### src/rtl/crc_stream_engine.sv
// rtl/crc_stream_engine.sv - framed valid/ready CRC engine with configurable width, polynomial and reflection
// Optional CRC_CHECK_EN builds the chk_crc comparator that drives m_err.
module crc_stream_engine #(
    parameter int          DATA_W      = 8,
    parameter int          CRC_W       = 8,
    parameter logic [31:0] POLY        = 32'h07,
    parameter logic [31:0] INIT        = 32'h0,
    parameter logic [31:0] XOR_OUT     = 32'h0,
    parameter bit          REFLECT_IN  = 1'b0,
    parameter bit          REFLECT_OUT = 1'b0,
    parameter int          LEN_W       = 16
) (
    input  logic              clk,
    input  logic              rst_n,
    input  logic              clr,
    input  logic              s_valid,
    output logic              s_ready,
    input  logic [DATA_W-1:0] s_data,
    input  logic              s_last,
    output logic              m_valid,
    input  logic              m_ready,
    output logic [CRC_W-1:0]  m_crc,
    output logic [LEN_W-1:0]  m_len,
    input  logic [CRC_W-1:0]  chk_crc,
    output logic              m_err
);

    localparam logic [CRC_W-1:0] POLY_C = POLY[CRC_W-1:0];
    localparam logic [CRC_W-1:0] INIT_C = INIT[CRC_W-1:0];
    localparam logic [CRC_W-1:0] XOR_C  = XOR_OUT[CRC_W-1:0];

    typedef enum logic [1:0] {IDLE, ACC, HOLD} state_t;

    state_t             state_q, state_d;
    logic [CRC_W-1:0]   crc_q, crc_d;
    logic [LEN_W-1:0]   len_q, len_d;
    logic [CRC_W-1:0]   out_crc_q, out_crc_d;
    logic [LEN_W-1:0]   out_len_q, out_len_d;
    logic [CRC_W-1:0]   beat_crc;
    logic [CRC_W-1:0]   final_crc;
    logic [LEN_W-1:0]   beat_len;
    logic               accept;

    // All DATA_W serial steps unrolled into one combinational beat update.
    function automatic logic [CRC_W-1:0] crc_beat(input logic [CRC_W-1:0] c,
                                                  input logic [DATA_W-1:0] d);
        logic [CRC_W-1:0] r;
        logic             fb;
        r = c;
        for (int i = 0; i < DATA_W; i++) begin
            fb = r[CRC_W-1] ^ (REFLECT_IN ? d[i] : d[DATA_W-1-i]);
            r  = {r[CRC_W-2:0], 1'b0} ^ (fb ? POLY_C : '0);
        end
        return r;
    endfunction

    function automatic logic [CRC_W-1:0] reverse(input logic [CRC_W-1:0] c);
        logic [CRC_W-1:0] r;
        for (int i = 0; i < CRC_W; i++) begin
            r[i] = c[CRC_W-1-i];
        end
        return r;
    endfunction

    assign m_valid = (state_q == HOLD);
    assign s_ready = !m_valid || m_ready;
    assign accept  = s_valid && s_ready;
    assign m_crc   = out_crc_q;
    assign m_len   = out_len_q;

    // Outside ACC (IDLE, or HOLD being consumed) a beat opens a fresh frame.
    assign beat_crc  = crc_beat((state_q == ACC) ? crc_q : INIT_C, s_data);
    assign final_crc = (REFLECT_OUT ? reverse(beat_crc) : beat_crc) ^ XOR_C;
    assign beat_len  = (state_q != ACC) ? LEN_W'(1)
                     : ((&len_q) ? len_q : len_q + LEN_W'(1));

    always_ff @(posedge clk or negedge rst_n) begin
        if (!rst_n) begin
            state_q   <= IDLE;
            crc_q     <= INIT_C;
            len_q     <= '0;
            out_crc_q <= '0;
            out_len_q <= '0;
        end else begin
            state_q   <= state_d;
            crc_q     <= crc_d;
            len_q     <= len_d;
            out_crc_q <= out_crc_d;
            out_len_q <= out_len_d;
        end
    end

    always_comb begin
        state_d   = state_q;
        crc_d     = crc_q;
        len_d     = len_q;
        out_crc_d = out_crc_q;
        out_len_d = out_len_q;
        if (clr) begin
            state_d   = IDLE;
            crc_d     = INIT_C;
            len_d     = '0;
            out_crc_d = '0;
            out_len_d = '0;
        end else if (accept) begin
            if (s_last) begin
                state_d   = HOLD;
                crc_d     = INIT_C;
                len_d     = '0;
                out_crc_d = final_crc;
                out_len_d = beat_len;
            end else begin
                state_d = ACC;
                crc_d   = beat_crc;
                len_d   = beat_len;
            end
        end else if (state_q == HOLD && m_ready) begin
            state_d = IDLE;
            crc_d   = INIT_C;
            len_d   = '0;
        end
    end

`ifdef CRC_CHECK_EN
    logic err_q, err_d;

    always_comb begin
        err_d = err_q;
        if (clr) begin
            err_d = 1'b0;
        end else if (accept && s_last) begin
            err_d = (final_crc != chk_crc);
        end
    end

    always_ff @(posedge clk or negedge rst_n) begin
        if (!rst_n) begin
            err_q <= 1'b0;
        end else begin
            err_q <= err_d;
        end
    end

    assign m_err = err_q;
`else
    logic unused_chk;
    assign unused_chk = ^chk_crc;
    assign m_err      = 1'b0;
`endif

endmodule

### config.mk
export PLATFORM = sky130hd
export DESIGN_NAME = crc_stream_engine
export DESIGN_NICKNAME = d
export VERILOG_FILES = /design/src/rtl/crc_stream_engine.sv
export SDC_FILE = /design/constraint.sdc
export NUM_CORES = 1
export LEC_CHECK = 0
export BUFFER_PORTS_ARGS = -buffer_cell sky130_fd_sc_hd__buf_4
export CORE_UTILIZATION = 40
export CTS_CLUSTER_DIAMETER = 30
export DETAILED_ROUTE_END_ITERATION = 10
export GPL_ROUTABILITY_DRIVEN = 0
export HOLD_SLACK_MARGIN = 0.03
export PLACE_DENSITY = 0.59
export SLEW_MARGIN = 20
export SYNTH_ARGS = -nofsm -noshare
export SYNTH_HDL_FRONTEND = slang
export SYNTH_SLANG_ARGS = --single-unit
### constraint.sdc
create_clock -name clk -period 4.1 [get_ports clk]
set_clock_uncertainty 0.2 [all_clocks]
set_input_delay 0.615 -clock clk [delete_from_list [all_inputs] [get_ports clk]]
set_output_delay 0.615 -clock clk [all_outputs]
set_load 0.005 [all_outputs]
==> results of run 1 <==
critical path: stages, from the launching register on:
cell	delay, ns
dfrtp_1	0.44
ha_1	0.24
nand3_1	0.16
nor2_1	0.39
nand2_1	0.34
a41oi_1	0.32
a31oi_1	0.06
through the flow:
| step | instance area, um^2 | setup WS, ns | hold WS, ns |
|---|---|---|---|
| 2_1_floorplan | 2778 | 2.139 | 0.1194 |
| 3_3_place_gp | 3127 | 1.695 | 0.2675 |
| 3_5_place_dp | 3127 | 1.632 | 0.2725 |
| 4_1_cts | 3237 | 1.801 | 0.1632 |
| 5_1_grt | 3237 | 1.586 | 0.1869 |
| 6_report | 3237 | 1.810 | 0.1490 |
area by class of cell:
type                    count  area share, %
flip-flops and latches     50          38.65
inverters                   4         0.4639
multi-input cells         235          44.88
clock buffers               8          3.402
well taps                  80          3.092
repair buffers             41          9.509
cell families (layout without fill, tap and decap cells):
kind of cell             after synthesis  count (layout)  share of synthesized area (%)
AND/OR/NAND/NOR                       97              97                          16.80
AO/OA/AOI/OAI                         89              89                          18.78
flip-flops                            50              50                          45.05
XOR/XNOR                              43              43                          14.68
buffers and inverters                 17              53                          2.658
multiplexers                           4               4                          1.441
adder cells (fa/ha/maj)                1               1                         0.4504
other                                  1               1                         0.1350
placed cells by master (no fill, tap or decap), types with 2 or more instances in the layout:
cell type  Yosys  layout
nor2_4         2       2
nand2_1       49      49
o21ai_1       21      21
a221o_1        2       2
nor3_1         3       3
a22o_1         3       3
clkbuf_8       0       8
xor2_1        12      12
a21oi_1       17      17
nand2b_1       3       3
nand3_1        5       5
a32o_1         3       3
xnor2_1       29      29
inv_1          3       3
dfrtp_1       50      50
o21ai_0       27      27
a31oi_1        8       8
nand4_1        4       4
and3_1         2       2
nor2_1        15      15
buf_4          1      41
nor2b_1        4       4
o21a_1         2       2
mux2i_1        4       4
power groups by stage:
stage               Clock (W)  Combinational [W]  Sequential, W
floorplan                   0          0.0000968       0.000528
global placement            0           0.000151       0.000529
detailed placement          0           0.000152       0.000529
CTS                  0.000341           0.000153       0.000520
global route         0.000362           0.000167       0.000522
finish               0.000325           0.000150       0.000519
routing by layer:
layer	GRT usage, %	vias up	share of wire (%)
li1	-	1121	-
met1	25.33	1079	49
met2	30.50	38	48
met3	2.432	2	2.1
met4	4.697	0	0.60
met5	0	-	0
worst max-delay path by stage:
stage | endpoint | from | slack (ns)
2_1_floorplan | crc_q[2] | s_data[6] | 2.14
6_report | len_q[9] | len_q[0] | 1.81
3_5_place_dp | len_q[15] | m_ready | 1.63
3_3_place_gp | len_q[15] | m_ready | 1.70
4_1_cts | len_q[9] | len_q[0] | 1.80
5_1_grt | m_len[1] | len_q[0] | 1.59
flip-flops by register name (all words and copies together) (netlist names):
| name | cells |
|---|---|
| crc_q | 8 |
| len_q | 16 |
| m_crc | 8 |
| m_len | 16 |
| state_q | 2 |
==> impl_metrics.json, run 1 <==
{
  "setup_viol": 0,
  "fillers": 649,
  "synth.top_cells.by_count": "50 x dfrtp_1, 49 x nand2_1, 29 x xnor2_1",
  "cts.sinks": 50,
  "cp.required_ns": 4.06,
  "r2r_cells": 6,
  "yosysMostFrequentCell": "dfrtp_1",
  "wl_per_cell_um": 14.43,
  "internal-power_w": 0.0007460,
  "synthDominantCellAreaShare_pct": 45.05,
  "r2r_end": "len_q[9]",
  "synth-seq-cells": 50,
  "ys_seq_area_share_pct": 45.05,
  "maxCapViolCount": 0,
  "layout_min_cycle_time_ns": 2.290,
  "multi_input_area_um2": 1453,
  "fin_util_pct": 47.91,
  "die_y_um": 85.33,
  "regArea_um2": 1251,
  "setup_tns_ns": 0,
  "clock_power_share_pct": 32.7,
  "p_sw_w": 0.0002476,
  "grt_pass1_wl_um": 10540,
  "area_growth_syn_to_layout_pct": 16.53,
  "first_pass_iters": 4,
  "synthCells": 302,
  "yosysTopAreaCell": "dfrtp_1",
  "initial_core_util_pct": 41.11,
  "antenna_found_initial": 0,
  "leakage_nw": 1.361,
  "r2r_setup_slack_ns": 1.81,
  "slew_headroom_pct": 46.82,
  "overflow": 0,
  "hold_violations": 0,
  "worstPathMaxFanout": 10,
  "dp_cells": 410,
  "cts_setup_buffers": 0,
  "swShare_pct": 24.92,
  "synth_cell_types": 46,
  "top_level_ports": 49,
  "holdCritPathClass": "input port to async pin",
  "max_freq_mhz": 436.8,
  "clkTransAtPathRegs_ns": 0.09,
  "core_um2": 6756,
  "synthesis.area_um2": 2778,
  "yosys_warnings": 0,
  "dp_hpwl_um": 4227,
  "pwr-share-seq_pct": 52.3,
  "status": "finished, final reports clean",
  "clk_latency_ns": 0.29,
  "drc": 0,
  "cts_max_level": 2,
  "drt_first_iter_violations": 143,
  "cts-resized-gates": 0,
  "die_x_um": 85.33,
  "timing_worst_setup_path_type": "register to register",
  "detail-route-antenna-nets": 0,
  "cts_root_buffer": "clkbuf_8",
  "rsz0062_at_grt": "no",
  "syn_nets": 325,
  "cts_buffers": 5,
  "grt_pass1_vias": 2180,
  "arrival_ns": 2.25,
  "diodes": 0,
  "wirelength_um": 6030,
  "ir_worst_vdd_v": 0.0001284,
  "synth_enable_flop_cells": 0,
  "hold_buffers": 0,
  "grtUsageTotal_pct": 18.32,
  "syn-mean-instance-area_um2": 9.198,
  "cts_tree": "yes",
  "fin_cells": 418,
  "p_comb_share_pct": 15.1,
  "fin_crit_sh_pct": 55.84,
  "final_nets": 360,
  "tightest_slew_ns": 0.7961,
  "vias": 2240,
  "synthFlopType": "dfrtp_1",
  "power_density_nw_per_um2": 307.0,
  "dieArea_um2": 7281,
  "cp-end-kind": "register",
  "startpoint_type": "register",
  "numPortBuffers": 39,
  "maxSlewViolCount": 0,
  "grt_max_degree": 51,
  "drive_gt1_share_pct": 17.75,
  "clockBufferDepth": 2,
  "async_reset_ff_share_pct": 100.0,
  "reg2reg_from": "len_q[0]",
  "vias_per_cell": 5.359,
  "fin_total_pwr_w": 0.0009937,
  "synth_area_leaders": "dfrtp_1 45%, xnor2_1 9.1%, nand2_1 6.6%",
  "placementRows": 30
}
Note: power is estimated with default switching activity, not from simulation.
==> inputs of run 2 (changes only) <==
PLACE_DENSITY = 0.62   (was 0.59)
clock period = 2.1 ns   (was 4.1 ns; I/O delays follow)
==> impl_metrics.json, run 2 (synthesized netlist as in run 1, its figures left out) <==
{
  "status": "finished, final reports clean",
  "cts_buffers": 5,
  "maxCapViolCount": 0,
  "first_pass_iters": 4,
  "cp.required_ns": 2.09,
  "worst-path-buf-inv": 0,
  "hold_path.startpoint": "s_valid",
  "dp_hpwl_um": 4463,
  "wirelength_um": 6141,
  "core_um2": 6756,
  "use_met3_pct": 2.821,
  "grtUsageTotal_pct": 18.18,
  "die_x_um": 85.33,
  "setup_viol": 0,
  "wl_per_cell_um": 13.96,
  "setup_tns_ns": 0,
  "cts_root_buffer": "clkbuf_8",
  "grtUsageMet1_pct": 25.60,
  "most-common-layout-cells": "62 x buf_4, 50 x dfrtp_1, 49 x nand2_1",
  "timing.critical_path.slowest_cell_delay_ns": 0.47,
  "reg2reg_from": "crc_q[6]",
  "vias_per_cell": 5.218,
  "dieArea_um2": 7281,
  "fin_total_pwr_w": 0.001905,
  "final_common_cell": "buf_4",
  "initial_core_util_pct": 41.11,
  "drive_gt1_share_pct": 22.78,
  "detail-route-antenna-nets": 0,
  "rsz0062_at_grt": "no",
  "diodes": 0,
  "grt_max_degree": 51,
  "maxSlewViolCount": 0,
  "r2r_end": "crc_q[2]",
  "cts_max_level": 2,
  "vias": 2296,
  "grt_pass1_wl_um": 10550,
  "hold_violations": 0,
  "startpoint_type": "register",
  "cts_tree": "yes",
  "place_area_um2": 3284,
  "clkTransAtPathRegs_ns": 0.09,
  "r2r_setup_slack_ns": 0.14,
  "holdCritPathClass": "input port to register",
  "cts.sinks": 50,
  "fillers": 646,
  "overflow": 0,
  "hold_depth": 3,
  "slowest_stage": "xnor3_2",
  "grt.met2_usage_pct": 29.11,
  "arrival_ns": 1.96,
  "fin_crit_sh_pct": 93.51,
  "layout_min_cycle_time_ns": 1.964,
  "clockBufferDepth": 2,
  "critPathLaunch": "crc_q[6]",
  "power_density_nw_per_um2": 560.2,
  "die_y_um": 85.33,
  "fin_util_pct": 50.33,
  "final_nets": 382,
  "cp-end-kind": "register",
  "area_growth_syn_to_layout_pct": 22.43,
  "critPathTopFamily": "XOR/XNOR gates",
  "leakage_nw": 1.465,
  "cts_setup_buffers": 0,
  "ir_worst_vdd_v": 0.0003865,
  "drt_first_iter_violations": 139,
  "timing_worst_setup_path_type": "register to register",
  "slew_headroom_pct": 58.90,
  "grt_pass1_vias": 2239,
  "whs_endpoint": "state_q[0]",
  "path_cells": "xnor3_2 -> nor2_4 -> xor3_2 -> a32o_1",
  "final_cell_area_um2": 3401,
  "r2r_cells": 4,
  "top_level_ports": 49,
  "numPortBuffers": 39,
  "worstPathMaxFanout": 4,
  "drc": 0,
  "max_freq_mhz": 509.2,
  "tightest_slew_ns": 0.6164,
  "clk_latency_ns": 0.30,
  "grt_busiest_layer": "met2",
  "placementRows": 30,
  "antenna_found_initial": 0
}
==> run 2: cell count changes in the layout (fill, tap and decap cells not counted) <==
| cell | previous run | this run |
|---|---|---|
| a31oi_2 | 1 | 0 |
| a31oi_4 | 0 | 1 |
| buf_4 | 41 | 62 |
| clkbuf_8 | 8 | 6 |
| clkinv_2 | 0 | 1 |
| clkinvlp_4 | 0 | 1 |
| dlygate4sd3_1 | 0 | 1 |
| nor2b_1 | 4 | 3 |
| nor2b_2 | 0 | 1 |
==> run 2: what timing repair did <==
action / 4_1_cts / 5_1_grt
gates cloned: 0 / 0
resized for setup: 1 / 1
setup endpoints to repair: 2 / 10
endpoints found under the hold margin: 50 / 0
hold buffers: 1 / 0
==> run 2: through the flow <==
stage                     worst slack [ns]  cells  hold WS (ns)
after floorplan                     0.1870    302       -0.1806
after global placement             0.04075    431        0.1884
after detailed placement          -0.05235    431        0.1844
after CTS                          0.07558    440        0.1379
after global routing               0.01429    440        0.1915
final                               0.1363    440        0.1583
==> run 2: how the worst max path moves through the flow <==
stage / to / cells past startpoint / slack, ns
5_1_grt: len_q[3] / 5 / 0.01
6_report: crc_q[2] / 4 / 0.14
4_1_cts: m_crc[6] / 8 / 0.08
3_5_place_dp: len_q[15] / 7 / -0.05
3_3_place_gp: len_q[15] / 7 / 0.04
2_1_floorplan: m_len[14] / 6 / 0.19
==> run 2: area by class of cell <==
class | count | area, um^2 | area share (%)
multi-input cells | 235 | 1464 | 43.05
flip-flops and latches | 50 | 1251 | 36.79
repair buffers | 63 | 475.5 | 13.98
well taps | 80 | 100.1 | 2.943
clock buffers | 6 | 82.58 | 2.428
inverters | 4 | 15.01 | 0.4415
clock inverters | 2 | 12.51 | 0.3679
==> run 2: layer usage <==
metal	share of wire, %	up-vias
met4	1.0	0
met3	2.8	4
met2	46	40
li1	-	1165
met5	0	-
met1	50	1087
==> run 2: worst reg2reg max path: cells and delay by family (launching register included) <==
kind,cells,cell delay (ns)
AOI/OAI and AO/OA,1,0.27
DFF,1,0.44
xor gates and xnor gates,2,0.84
and+or+nand+nor,1,0.12
==> run 2: power by group <==
part | internal [W] | switching [W]
sequential | 0.000990 | 0.0000232
combinational | 0.000148 | 0.000164
clock | 0.000265 | 0.000315
total | 0.00140 | 0.000502
